$ cat src/rtl/fpu_ctrl_pkg.sv
`default_nettype none
// ============================================================================
// Package  : fpu_ctrl_pkg
// Brief    : Shared op codes, scheduler state encoding and index helpers for
//            the shared-fpu scheduler.
// Revision : 1.0 - initial release
// ============================================================================
package fpu_ctrl_pkg;

  localparam logic [1:0] OP_ADD = 2'b00;
  localparam logic [1:0] OP_SUB = 2'b01;
  localparam logic [1:0] OP_MUL = 2'b10;
  localparam logic [1:0] OP_DIV = 2'b11;

  localparam logic [2:0] IDLE  = 3'd0;
  localparam logic [2:0] ISSUE = 3'd1;
  localparam logic [2:0] DROP  = 3'd2;
  localparam logic [2:0] WAIT  = 3'd3;
  localparam logic [2:0] RESP  = 3'd4;

  // Requester indices are carried in 3 bits, enough for up to 8 requesters.
  localparam int IDX_W = 3;

  function automatic logic [IDX_W-1:0] rr_next(input logic [IDX_W-1:0] idx,
                                               input logic [IDX_W-1:0] last);
    return (idx == last) ? '0 : idx + 3'd1;
  endfunction

endpackage
`default_nettype wire

$ cat src/rtl/rr_arbiter.sv
`default_nettype none
// ============================================================================
// Module   : rr_arbiter
// Brief    : Combinational round-robin pick: first request at or above the
//            pointer, otherwise the lowest request overall.
// Revision : 1.0 - initial release
// ============================================================================
module rr_arbiter
  import fpu_ctrl_pkg::*;
#(
  parameter int NREQ = 4
) (
  input  logic [NREQ-1:0]  i_req,
  input  logic [IDX_W-1:0] i_ptr,
  output logic [NREQ-1:0]  o_grant,
  output logic [IDX_W-1:0] o_idx,
  output logic             o_any
);

  logic [NREQ-1:0]  w_hi_req;
  logic [IDX_W-1:0] w_hi_idx;
  logic [IDX_W-1:0] w_lo_idx;

  always_comb begin
    w_hi_req = '0;
    for (int k = 0; k < NREQ; k++) begin
      w_hi_req[k] = i_req[k] && (IDX_W'(k) >= i_ptr);
    end
  end

  // Two priority encoders; the masked one wins so the search wraps at ptr.
  always_comb begin
    w_hi_idx = '0;
    w_lo_idx = '0;
    for (int k = NREQ - 1; k >= 0; k--) begin
      if (w_hi_req[k]) w_hi_idx = IDX_W'(k);
      if (i_req[k])    w_lo_idx = IDX_W'(k);
    end
  end

  always_comb begin
    o_any = |i_req;
    o_idx = (|w_hi_req) ? w_hi_idx : w_lo_idx;
    o_grant = '0;
    for (int k = 0; k < NREQ; k++) begin
      o_grant[k] = o_any && (o_idx == IDX_W'(k));
    end
  end

endmodule
`default_nettype wire

$ cat src/rtl/fpu_rr_scheduler.sv
`default_nettype none
// ============================================================================
// Module   : fpu_rr_scheduler
// Brief    : Shares one start/done fpu among NREQ requesters with round-robin
//            arbitration, operand capture, done tracking and timeout.
// Revision : 1.0 - initial release
// ============================================================================
module fpu_rr_scheduler
  import fpu_ctrl_pkg::*;
#(
  parameter int NREQ   = 4,
  parameter int TO_CYC = 255
) (
  input  logic                 clk,
  input  logic                 rst,
  input  logic [NREQ-1:0]      req,
  input  logic [32*NREQ-1:0]   req_a,
  input  logic [32*NREQ-1:0]   req_b,
  input  logic [2*NREQ-1:0]    req_op,
  output logic [NREQ-1:0]      ack,
  output logic [31:0]          rsp_r,
  output logic                 err,
  output logic                 busy,
  output logic [31:0]          fpu_a,
  output logic [31:0]          fpu_b,
  output logic [1:0]           fpu_op,
  output logic                 fpu_start,
  input  logic                 fpu_done,
  input  logic [31:0]          fpu_r
);

  localparam logic [IDX_W-1:0] C_LAST    = IDX_W'(NREQ - 1);
  localparam logic [7:0]       C_TO_LAST = 8'(TO_CYC - 1);

  logic [2:0]       r_state;
  logic [IDX_W-1:0] r_ptr;
  logic [IDX_W-1:0] r_gidx;
  logic [7:0]       r_timer;
  logic [NREQ-1:0]  r_ack;
  logic             r_err;
  logic             r_start;
  logic [31:0]      r_rsp;
  logic [31:0]      r_a;
  logic [31:0]      r_b;
  logic [1:0]       r_op;

  logic [NREQ-1:0]  w_grant;
  logic [IDX_W-1:0] w_gidx;
  logic             w_any;
  logic [31:0]      w_sel_a;
  logic [31:0]      w_sel_b;
  logic [1:0]       w_sel_op;
  logic [NREQ-1:0]  w_ack_vec;
  logic             w_timeout;
  logic             w_done_hit;

  rr_arbiter #(
    .NREQ(NREQ)
  ) u_arb (
    .i_req   (req),
    .i_ptr   (r_ptr),
    .o_grant (w_grant),
    .o_idx   (w_gidx),
    .o_any   (w_any)
  );

  always_comb begin
    w_sel_a  = '0;
    w_sel_b  = '0;
    w_sel_op = '0;
    for (int k = 0; k < NREQ; k++) begin
      if (w_grant[k]) begin
        w_sel_a  = req_a[32*k +: 32];
        w_sel_b  = req_b[32*k +: 32];
        w_sel_op = req_op[2*k +: 2];
      end
    end
  end

  always_comb begin
    w_ack_vec = '0;
    for (int k = 0; k < NREQ; k++) begin
      w_ack_vec[k] = (r_gidx == IDX_W'(k));
    end
  end

  // The timer's next value reaching TO_CYC ends the wait, so the timeout ack
  // lands exactly TO_CYC cycles after DROP entry. A done seen in WAIT wins.
  assign w_timeout  = (r_timer >= C_TO_LAST);
  assign w_done_hit = (r_state == WAIT) && fpu_done;

  always_ff @(posedge clk) begin
    if (rst) begin
      r_state <= IDLE;
      r_ptr   <= '0;
      r_gidx  <= '0;
      r_timer <= '0;
      r_ack   <= '0;
      r_err   <= 1'b0;
      r_start <= 1'b0;
      r_rsp   <= '0;
      r_a     <= '0;
      r_b     <= '0;
      r_op    <= '0;
    end else begin
      r_ack   <= '0;
      r_start <= 1'b0;
      case (r_state)
        IDLE: begin
          if (w_any) begin
            r_a     <= w_sel_a;
            r_b     <= w_sel_b;
            r_op    <= w_sel_op;
            r_gidx  <= w_gidx;
            r_start <= 1'b1;
            r_state <= ISSUE;
          end
        end
        ISSUE: begin
          r_timer <= '0;
          r_state <= DROP;
        end
        DROP, WAIT: begin
          if (w_done_hit) begin
            r_rsp   <= fpu_r;
            r_err   <= 1'b0;
            r_ack   <= w_ack_vec;
            r_state <= RESP;
          end else if (w_timeout) begin
            r_rsp   <= '0;
            r_err   <= 1'b1;
            r_ack   <= w_ack_vec;
            r_state <= RESP;
          end else begin
            // A stale done left over from the previous op must fall first.
            if (r_state == DROP && !fpu_done) r_state <= WAIT;
            if (r_timer != 8'hFF) r_timer <= r_timer + 8'd1;
          end
        end
        RESP: begin
          r_err   <= 1'b0;
          r_ptr   <= rr_next(r_gidx, C_LAST);
          r_state <= IDLE;
        end
        default: begin
          r_state <= IDLE;
        end
      endcase
    end
  end

  assign ack       = r_ack;
  assign err       = r_err;
  assign rsp_r     = r_rsp;
  assign busy      = (r_state != IDLE);
  assign fpu_a     = r_a;
  assign fpu_b     = r_b;
  assign fpu_op    = r_op;
  assign fpu_start = r_start;

endmodule
`default_nettype wire

$ cat config.mk
export PLATFORM = sky130hd
export DESIGN_NAME = fpu_rr_scheduler
export DESIGN_NICKNAME = d
export VERILOG_FILES = /design/src/rtl/fpu_ctrl_pkg.sv /design/src/rtl/rr_arbiter.sv /design/src/rtl/fpu_rr_scheduler.sv
export SDC_FILE = /design/constraint.sdc
export NUM_CORES = 1
export LEC_CHECK = 0
export ABC_AREA = 0
export CORE_AREA = 2 2 157 159
export CTS_CLUSTER_DIAMETER = 50
export DETAILED_ROUTE_END_ITERATION = 10
export DIE_AREA = 0 0 159 161
export GPL_TIMING_DRIVEN = 0
export HOLD_SLACK_MARGIN = 0.1
export PLACE_DENSITY = 0.69
export SYNTH_ARGS = -nofsm -noshare
export SYNTH_HDL_FRONTEND = slang
export SYNTH_HIERARCHICAL = 1
export SYNTH_SLANG_ARGS = --single-unit
$ cat constraint.sdc
create_clock -name clk -period 2.3 [get_ports clk]
set_input_delay 0.23 -clock clk [delete_from_list [all_inputs] [get_ports clk]]
set_output_delay 0.23 -clock clk [all_outputs]
set_load 0.005 [all_outputs]
; ---- After elaboration in Yosys (flattened, before gate mapping)
; Index checks and enable logic that the tools add are counted.
[op_classes]
add_sub_neg = 2
n_lt_le_gt_ge = 5
n_eq_ne = 17
muxes = 39
n_bitwise = 2
reduce_logical = 28
[ops]
columns = cell, n
row1 = two-way mux 32 bit, 10
row2 = two-way mux 2 bit, 13
row3 = two-way mux 8 bit, 3
row4 = equality test 3 x 2 -> 1 bit (second input constant), 6
row5 = case mux 8 bit (2 select lines), 1
row6 = two-way mux 3 bit, 5
row7 = logical AND 1 bit, 10
row8 = equality test 3 x 1 -> 1 bit (second input constant), 3
row9 = logical NOT 3 bit, 3
row10 = case mux 3 bit (3 select lines), 1
row11 = adder 8 x 1 -> 8 bit (second input constant), 1
row12 = >= comparator 8 bit (second input constant), 1
row13 = two-way mux 4 bit, 2
row14 = != test 8 bit (second input constant), 1
row15 = AND reduction 2 bit, 4
row16 = OR reduction 4 bit, 2
row17 = >= comparator 1 x 3 -> 1 bit (first input constant), 2
row18 = >= comparator 2 x 3 -> 1 bit (first input constant), 2
row19 = != test 2 bit (second input constant), 3
row20 = nonzero test 2 bit, 3
row21 = OR reduction 2 bit, 3
row22 = != test 4 bit (second input constant), 1
row23 = AND reduction 4 bit, 1
row24 = adder 3 x 1 -> 3 bit (second input constant), 1
row25 = 8 further kinds, 11
[word_totals]
reg_bits = 121
inputBits = 303
out_inout_bits = 105
elab_cells = 104

; ---- Depth between registers and ports, before layout
; Gate-level depths: netlist (run 1).
[logic_depth]
depth_word = 13
ltp_mapped = 9
ltp_nobuf = 7

; ---- Cells and area by module
; The synthesis (run 1) kept the hierarchy.
[by_module_without_submodules]
columns = mod, instances, cells_per_inst, area_each_um2, seq_area_each_um2
row1 = fpu_rr_scheduler, 1, 802, 6449.9, 2422.3
row2 = rr_arbiter, 1, 34, 231.5, 0.0

; ---- Least setup slack after synthesis (run 1)
; No wires, ideal clock.
[synth_path]
path_kind = register -> register
start = register r_ptr[1]
end = register r_b[16] (netlist: fpu_b[16])
setup_ns = 0.086
t_arrival_ns = 2.117
t_required_ns = 2.214
slack_ns = 0.097
stages_incl_launch_ff = 9
n_path_buf = 2
synth_period_minus_slack_ns = 2.203
path_cell_list = dfxtp_1 > nand3_1 > a311oi_2 > o221a_2 > clkbuf_1 > buf_2 > a221oi_1 > a211o_1 > a211oi_1
[synth_between]
elab_cells_between_ends = 26
classes_between = order compare (4) / eq/ne (3) / mux (9) / reduce/logical (10)
[synth_lines]
columns = element, line_no
row1 = from (decl), fpu_rr_scheduler.sv:36  ; logic [IDX_W-1:0] r_ptr;
row2 = from (signal assigned), fpu_rr_scheduler.sv:142  ; r_ptr <= rr_next(r_gidx, C_LAST);
row3 = >= comparator 2 x 3 -> 1 bit, rr_arbiter.sv:27  ; w_hi_req[k] = i_req[k] && (IDX_W'(k) >= i_ptr);
row4 = logical AND 1 bit, rr_arbiter.sv:27
row5 = two-way mux 2 bit (4 in a row), rr_arbiter.sv:36  ; if (w_hi_req[k]) w_hi_idx = IDX_W'(k);
row6 = two-way mux 2 bit (*), rr_arbiter.sv:43  ; o_idx = (|w_hi_req) ? w_hi_idx : w_lo_idx;
row7 = equality test 3 x 1 -> 1 bit (*), rr_arbiter.sv:46  ; o_grant[k] = o_any && (o_idx == IDX_W'(k));
row8 = logical AND 1 bit (*), rr_arbiter.sv:46
row9 = named net w_grant[1], fpu_rr_scheduler.sv:47  ; logic [NREQ-1:0] w_grant;
row10 = two-way mux 32 bit (*) (3 in a row), fpu_rr_scheduler.sv:72  ; if (w_grant[k]) begin
row11 = to (signal assigned), fpu_rr_scheduler.sv:112  ; r_b <= w_sel_b;
row12 = to (decl), fpu_rr_scheduler.sv:44  ; logic [31:0] r_b;
; The timed path passes the listed nets; every way through them passes the cells marked *.
; A chain may end at the register's enable or synchronous reset.

; ---- Worst setup path after layout (run 1)
[layout_path]
start = register r_ptr[1]
end = register r_a[26] (netlist: fpu_a[26])
[layout_between]
elab_chain_cells = 13
elab_cells_between_ends = 26
classes_between = order compare (4) / eq/ne (3) / mux (9) / reduce/logical (10)
[layout_rtl]
columns = element, line_no
row1 = >= comparator 2 x 3 -> 1 bit, rr_arbiter.sv:27
row2 = logical AND 1 bit, rr_arbiter.sv:27
row3 = two-way mux 2 bit (4 in a row), rr_arbiter.sv:36
row4 = two-way mux 2 bit (*), rr_arbiter.sv:43
row5 = logical NOT 3 bit (*), rr_arbiter.sv:46
row6 = logical AND 1 bit (*), rr_arbiter.sv:46
row7 = named net w_grant[0], fpu_rr_scheduler.sv:47
row8 = two-way mux 32 bit (*) (4 in a row), fpu_rr_scheduler.sv:72
row9 = to (signal assigned), fpu_rr_scheduler.sv:111  ; r_a <= w_sel_a;
row10 = to (decl), fpu_rr_scheduler.sv:43  ; logic [31:0] r_a;
; Marked as above.

==> results.md, run 1 <==
- Delay of the slowest critical-path stage: 0.41 ns
- Leak: 4.97 nW
- Synth async-reset ratio: 0
- Worst VDD drop: between 0.4 and 0.5 mV
- Worst-margin pin slew: 0.731 ns
- Clock sinks: 121
- CTS Buf Count: 17
- CP bufs+invs: 2
- Area delta synth->final: 87.5%
- Fmax: 0.442 GHz
- Post-synthesis sequential area ratio: 0.363
- Max cap viols: 0
- Met2 Use GR: 0.396
- Synth Instances: around 840
- FILL cells: 2241
- Mapped Nets: 1145
- Final Power: around 7.7 mW
- CP Capture Type: register
- GRT overflow: 0
- Worst slack, placed: -1.35 ns
- Vias: ~8300
- Seq pwr share: 0.317
- Final instance area: 0.0125 sq mm
- Root Buffer: clkbuf_16
- Routing usage on met3: 0.0765
- Worst hold path depth: 3
- CP arrival: approximately 2.6 ns
- TNS Setup: 0 ns
- Residual DRC: 0
- Post-synth EDFFs: 0
- Max FO, Critical Path: 10
- Slew headroom: 0.513
- Psw: 2.39 mW
- Final layout net count: 1575
- Worst hold endpoint: rsp_r[2]
- CTS tree: done
- Reg2Reg Setup Slack: 0.04 ns
- Worst r2r path cells: 9
- Yosys cell types: slightly above 50
- Layout cells sized above 1: 0.152
- Yosys warns: 6
- Top Ports: 408
- Initial antenna violation count: 5
- Cell Area, Placed: 0.0112 sq mm
- GR peak layer: met2
- Worst setup SP type: register
- Hold Slack: roughly 0.43 ns
- Detail Route Antenna Nets: 0
- Avg Cell Area, Syn: 7.99 sq um
- Reg2reg start: r_ptr[1]
- Logic pwr share: 0.342
- Met1 usage: 0.279
- CP cell instances: and3b_2 -> o21ai_0 -> a211oi_2 -> nor2b_4 -> buf_12 -> buf_6 -> a221oi_1 -> a211o_1 -> a211oi_1
- Starting DRC count in detailed routing: slightly below 500
- Placed cells: 1567
- Hold_sp: fpu_r[2]
- Full die area: 0.0256 sq mm
- Pins Over Slew Limit: 0
- GP Congestion: 0.919
- Crit-path leading delay family: compound AO/OA/AOI/OAI gates
- Largest net degree at the start of global routing: 17
- Number of cells on the critical path: 9
- Skew final: 0.0127 ns
- Clock Pin Slew Worst Setup and Hold Paths: ~0.060 ns
- Port Buffers: about 410
- HPWL after detailed placement: 24400 microns
- Insertion delay of the later-clocked pin in the worst-skew pair: approximately 0.42 ns
- # H-tree levels: 4
- Tcrit/Tclk final: 0.985
- Clock power frac: 0.341
- Mapped cell area: 0.00668 sq mm
- Number of non-filler instances in the completed layout: 1607
- Clock Path Buffers: 2
- Die X: about 160 microns
- Vias in the first global route: 8186
- Reg2reg end: fpu_a[26]
- Register bit total from synthesis: roughly 120
- Critical path's slowest cell: dfxtp_4
- Endpoints failing setup: 0
- Top FF cell, synth: dfxtp_1
- FP Rows: 57
- Switching Fraction: 0.310
- Final core occ: 0.523
- Drt pass-1 iters: 5
- Die Y: 161 microns
- Pint: 5.32 mW
- Vias per cell: about 5.2
- P per Cell Area: 616 mW/mm^2
- Final hold vios: 0
- Setup ws final: 0.0356 ns
- Mean routed wirelength per cell: 19.9 microns
- RSZ-0062 raised after global routing: true
- Core area: 0.0240 sq mm
- Status: completed
- Final wirelength: 32000 microns
- Minimum clock period: around 2.3 ns
- Worst EP required: around 2.6 ns
- Worst Path Class, Setup: register to register
- Worst hold path class: input pin to register
- First-pass GRT wire length: 47500 microns
- Tot GR Track Use: 0.236
- Initial Util: 0.279
- CTS Hold Bufs: 0
==> worst max-delay path by stage <==
stage                     startpoint         to  slack (ns)
after global routing        r_ptr[2]   fpu_b[0]        -0.1
final                       r_ptr[1]  fpu_a[26]        0.04
after floorplan             r_ptr[1]  fpu_b[16]         0.1
after CTS                   r_ptr[1]  fpu_b[11]       -0.07
after detailed placement      req[3]  fpu_b[30]       -1.35
after global placement        req[3]  fpu_b[30]       -1.36
==> tightest hold or removal path, cell delays in order <==
cell and delay (ns):
clkdlybuf4s50_1 0.46, a2bb2oi_1 0.06, nor2_1 0.07
==> cells by family (layout without fill, tap and decap cells) <==
family,after synthesis,after routing,synth area share
adders and majority gates,6,6,0.0112
DFF,121,121,0.363
and+or+nand+nor,215,215,0.145
AOI/OAI and AO/OA,332,332,0.379
buffers and inverters,159,602,0.0985
other,1,5,0.000561
muxes,2,2,0.00318
==> per-layer routing <==
layer	vias up	wire length, microns
met5	-	13
met4	2	1110
met3	66	2500
met2	349	15600
met1	3909	12900
li1	3952	-
==> placed cells by master, fill, tap and decap left out, types with 4 or more instances in the layout <==
cell             netlist  final
nand2b_1               6      5
nor2_1               110    109
buf_4                  1     14
a21oi_1               73     73
a211oi_2               0     34
nand3_1               12     11
nor2b_1                6      4
dfxtp_1              121    118
inv_6                  0      4
nor3_1                 5      5
clkbuf_1              52     24
o211ai_1               6      6
diode_2                0      4
clkdlybuf4s50_1        0    403
dlygate4sd2_1          0      4
buf_8                  0      6
a221oi_4               0      5
and2_1                 4      4
a221oi_1              66     28
ha_1                   6      6
clkbuf_2               0     13
inv_1                 75     75
a211o_1               66     66
a211oi_1              70     36
clkbuf_16              0     18
a2bb2oi_1             32     32
a221oi_2               1     34
nand2_1               49     49
buf_6                  3      9
buf_2                 28     17
==> repair_timing <==
item,4_1_cts,5_1_grt
pin swaps,3,11
resized for setup,72,122
endpoints found under the setup margin,66,65
setup buffers,4,3
==> layout make-up <==
type / instances / area, sq um / share of cell area
well taps: 324 / 405 / 0.0324
diodes: 4 / 10.0 / 0.000799
inverters: 75 / 282 / 0.0225
clock inverters: 14 / 139 / 0.0111
flip-flops and latches: 121 / 2430 / 0.194
plain buffers: 81 / 552 / 0.0441
multi-input cells: 556 / 4150 / 0.331
repair buffers: 414 / 4120 / 0.329
clock buffers: 18 / 439 / 0.0351
==> Yosys cell counts, types with 12 or more instances <==
cell type | number | area share
a221oi_1 | 66 | 0.087
a2bb2oi_1 | 32 | 0.042
nand2_1 | 49 | 0.028
inv_1 | 75 | 0.042
nor2_1 | 110 | 0.062
dfxtp_1 | 121 | 0.36
a21oi_1 | 73 | 0.055
clkbuf_1 | 52 | 0.029
a211oi_1 | 70 | 0.079
buf_2 | 28 | 0.021
nand3_1 | 12 | 0.0090
a211o_1 | 66 | 0.087
==> power by group through the flow <==
stage | clock network, mW | logic [mW] | registers [mW]
6_report | 2.63 | 2.64 | 2.45
5_1_grt | 2.78 | 2.84 | 2.47
4_1_cts | 2.69 | 2.42 | 2.45
3_5_place_dp | 0 | 2.36 | 2.49
3_3_place_gp | 0 | 2.34 | 2.48
2_1_floorplan | 0 | 1.00 | 2.50
==> flip-flops by register name, summed over array words and instances (netlist names) <==
| signal | flops |
|---|---|
| fpu_b | 32 |
| r_gidx | 3 |
| fpu_op | 2 |
| r_state | 3 |
| err | 1 |
| r_ptr | 3 |
| r_timer | 8 |
| fpu_start | 1 |
| ack | 4 |
| fpu_a | 32 |
| rsp_r | 32 |
Power figures use the tool's default switching activity.
==> run 2: changes to the inputs <==
--- a/config.mk
+++ b/config.mk
@@ -6,13 +6,14 @@
 export NUM_CORES = 1
 export LEC_CHECK = 0
 export ABC_AREA = 0
-export CORE_AREA = 2 2 157 159
+export CORE_AREA = 2 2 159 161
+export CTS_BUF_LIST = sky130_fd_sc_hd__clkbuf_4 sky130_fd_sc_hd__clkbuf_8
 export CTS_CLUSTER_DIAMETER = 50
 export DETAILED_ROUTE_END_ITERATION = 10
-export DIE_AREA = 0 0 159 161
+export DIE_AREA = 0 0 161 163
 export GPL_TIMING_DRIVEN = 0
 export HOLD_SLACK_MARGIN = 0.1
-export PLACE_DENSITY = 0.69
+export PLACE_DENSITY = 0.67
 export SYNTH_ARGS = -nofsm -noshare
 export SYNTH_HDL_FRONTEND = slang
 export SYNTH_HIERARCHICAL = 1
==> results.md, run 2 (synthesis results as in run 1) <==
- Status: complete, but fails checks
- Violated checks: setup timing
- CP arrival: 2.66 ns (+0.06 ns)
- Endpoints failing setup: 1 (+1)
- Register area: 0.00243 sq mm (unchanged)
- Layout cells sized above 1: 0.150 (-0.00246)
- Leak: 4.88 nW (-1.8%)
- Placed cells: 1573 (+0.38%)
- Worst VDD drop: 0.316 mV (-29%)
- HPWL after detailed placement: 24800 microns (+1.9%)
- Vias in the first global route: 8109 (-0.94%)
- Largest net degree at the start of global routing: 17 (unchanged)
- Setup ws final: -0.00985 ns (-0.0454 ns)
- GP Congestion: 0.883 (-4.0%)
- CP Capture Type: register
- Clock sinks: 121 (unchanged)
- Detail Route Antenna Nets: 0 (unchanged)
- Residual DRC: 0 (unchanged)
- Core area: 0.0247 sq mm (+3.0%)
- CTS tree: done
- Clock Pin Slew Worst Setup and Hold Paths: 0.08 ns (+0.02 ns)
- Final instance area: 0.0123 sq mm (-1.9%)
- GRT overflow: 0 (unchanged)
- Number of non-filler instances in the completed layout: 1613 (+0.37%)
- Commonest non-fill, non-tap cells in the layout: clkdlybuf4s50_1 (403), dfxtp_1 (118), nor2_1 (110)
- Skew final: 0.0157 ns (+0.00301 ns)
- Root Buffer: clkbuf_8
- # H-tree levels: 4 (unchanged)
- CTS Hold Bufs: 0 (unchanged)
- Vias: 8191 (-1.1%)
- Commonest non-fill, non-tap cell in the layout: clkdlybuf4s50_1
- Met2 Use GR: 0.402 (+0.00563)
- Clock Path Buffers: 2 (unchanged)
- Final Power: 7.00 mW (-9.3%)
- Die Y: 163 microns (+1.2%)
- Area delta synth->final: 84.0%
- Initial antenna violation count: 4 (-1)
- Starting DRC count in detailed routing: 398 (-18%)
- Tcrit/Tclk final: 1.00 (+0.0198)
- RSZ-0062 raised after global routing: true
- Initial Util: 0.271 (-0.00803)
- Minimum clock period: 2.31 ns (+0.0454 ns)
- Max FO, Critical Path: 10 (unchanged)
- Worst Path Class, Setup: register to register
- Worst EP required: 2.65 ns (+0.02 ns)
- Port Buffers: 407 (unchanged)
- Worst-margin pin slew: 0.784 ns (+0.0533 ns)
- Routing usage on met3: 0.0723 (-0.00421)
- GR peak layer: met2
- Max cap viols: 0 (unchanged)
- Slew headroom: 0.477 (-0.0355)
- Final wirelength: 32400 microns (+1.2%)
- Die X: 161 microns (+1.3%)
- FILL cells: 2430 (+8.4%)
- Area used by multi-input combinational logic: 0.00406 sq mm (-2.1%)
- Cell Area, Placed: 0.0112 sq mm (about the same)
- P per Cell Area: 570 mW/mm^2 (-7.5%)
- Pins Over Slew Limit: 0 (unchanged)
- Top Ports: 408 (unchanged)
- Worst setup SP type: register
- Vias per cell: 5.08 (-1.4%)
- First-pass GRT wire length: 46900 microns (-1.2%)
- Mean routed wirelength per cell: 20.1 microns (+0.83%)
- Insertion delay of the later-clocked pin in the worst-skew pair: 0.44 ns (+0.02 ns)
- Full die area: 0.0262 sq mm (+2.5%)
- CTS Buf Count: 17 (unchanged)
- FP Rows: 58 (+1.8%)
- Worst hold path class: input pin to register
- Tot GR Track Use: 0.233 (-0.00303)
- Final layout net count: 1576 (+0.063%)
- Drt pass-1 iters: 5 (unchanged)
- Met1 usage: 0.272 (-0.00741)
- Fmax: 0.433 GHz (-2.0%)
- Final hold vios: 0 (unchanged)
[run 2: cell types whose count changed in the layout (fill, tap and decap cells not counted), moves of 2 or more]
cell       previous run  this run
a221oi_2             34        23
clkbuf_16            18         3
inv_6                 4         1
a221oi_1             28        43
clkbuf_8              1        20
a211oi_1             36        23
clkbuf_4              3        11
a211oi_2             34        47
buf_8                 6         4
buf_4                14         8
a221oi_4              5         1
inv_8                 2         0
[run 2: metrics by stage]
stage	utilization	setup TNS, ns	hold slack [ns]	worst slack [ns]
2_1_floorplan	-	0	0.373	0.0973
5_1_grt	0.498	-2.42	0.380	-0.113
3_5_place_dp	0.453	-84.49	0.448	-1.35
6_report	0.498	-0.00985	0.399	-0.00985
3_3_place_gp	0.453	-78.56	0.437	-1.28
4_1_cts	0.477	-0.0552	0.355	-0.0110
[run 2: final timing paths]
check        startpoint          to  slack [ns]  depth (start not counted)
min reg2reg  r_timer[7]  r_timer[7]        0.46                          2
min           fpu_r[11]   rsp_r[11]        0.40                          3
max reg2reg    r_ptr[1]   fpu_b[10]       -0.01                          8
max            r_ptr[1]   fpu_b[10]       -0.01                          8
[run 2: final cells by class]
type                    count  share of cell area
repair buffers            413               0.338
multi-input cells         556               0.330
flip-flops and latches    121               0.198
plain buffers              83              0.0459
well taps                 330              0.0336
clock buffers              22              0.0236
inverters                  75              0.0229
clock inverters            10             0.00763
diodes                      3            0.000611
[run 2: per-layer routing]
| layer | up-vias | wire length (microns) |
|---|---|---|
| li1 | 3942 | - |
| met4 | 2 | 1150 |
| met3 | 66 | 2450 |
| met1 | 3863 | 13300 |
| met2 | 318 | 15500 |
| met5 | - | 11 |
[run 2: critical path, cell delays in order (launching register included)]
cell and delay, ns:
dfxtp_4 0.41, nand3_1 0.13, a311oi_4 0.42, o221a_4 0.29, clkbuf_16 0.19, buf_6 0.17, a221oi_1 0.11, a211o_1 0.30
a211oi_1 0.20
[run 2: repair_timing]
action | in CTS | in global routing
setup endpoints to repair | 66 | 65
gates resized for setup | 72 | 115
pin swaps | 4 | 20
setup buffers | 4 | 0
gates cloned | 0 | 2
[run 2: where the power goes]
| group | leakage (nW) | internal (mW) | total (mW) | switching, mW |
|---|---|---|---|---|
| clock | 0.192 | 0.965 | 1.89 | 0.929 |
| combinational | 3.69 | 1.47 | 2.66 | 1.19 |
| sequential | 0.995 | 2.32 | 2.45 | 0.129 |
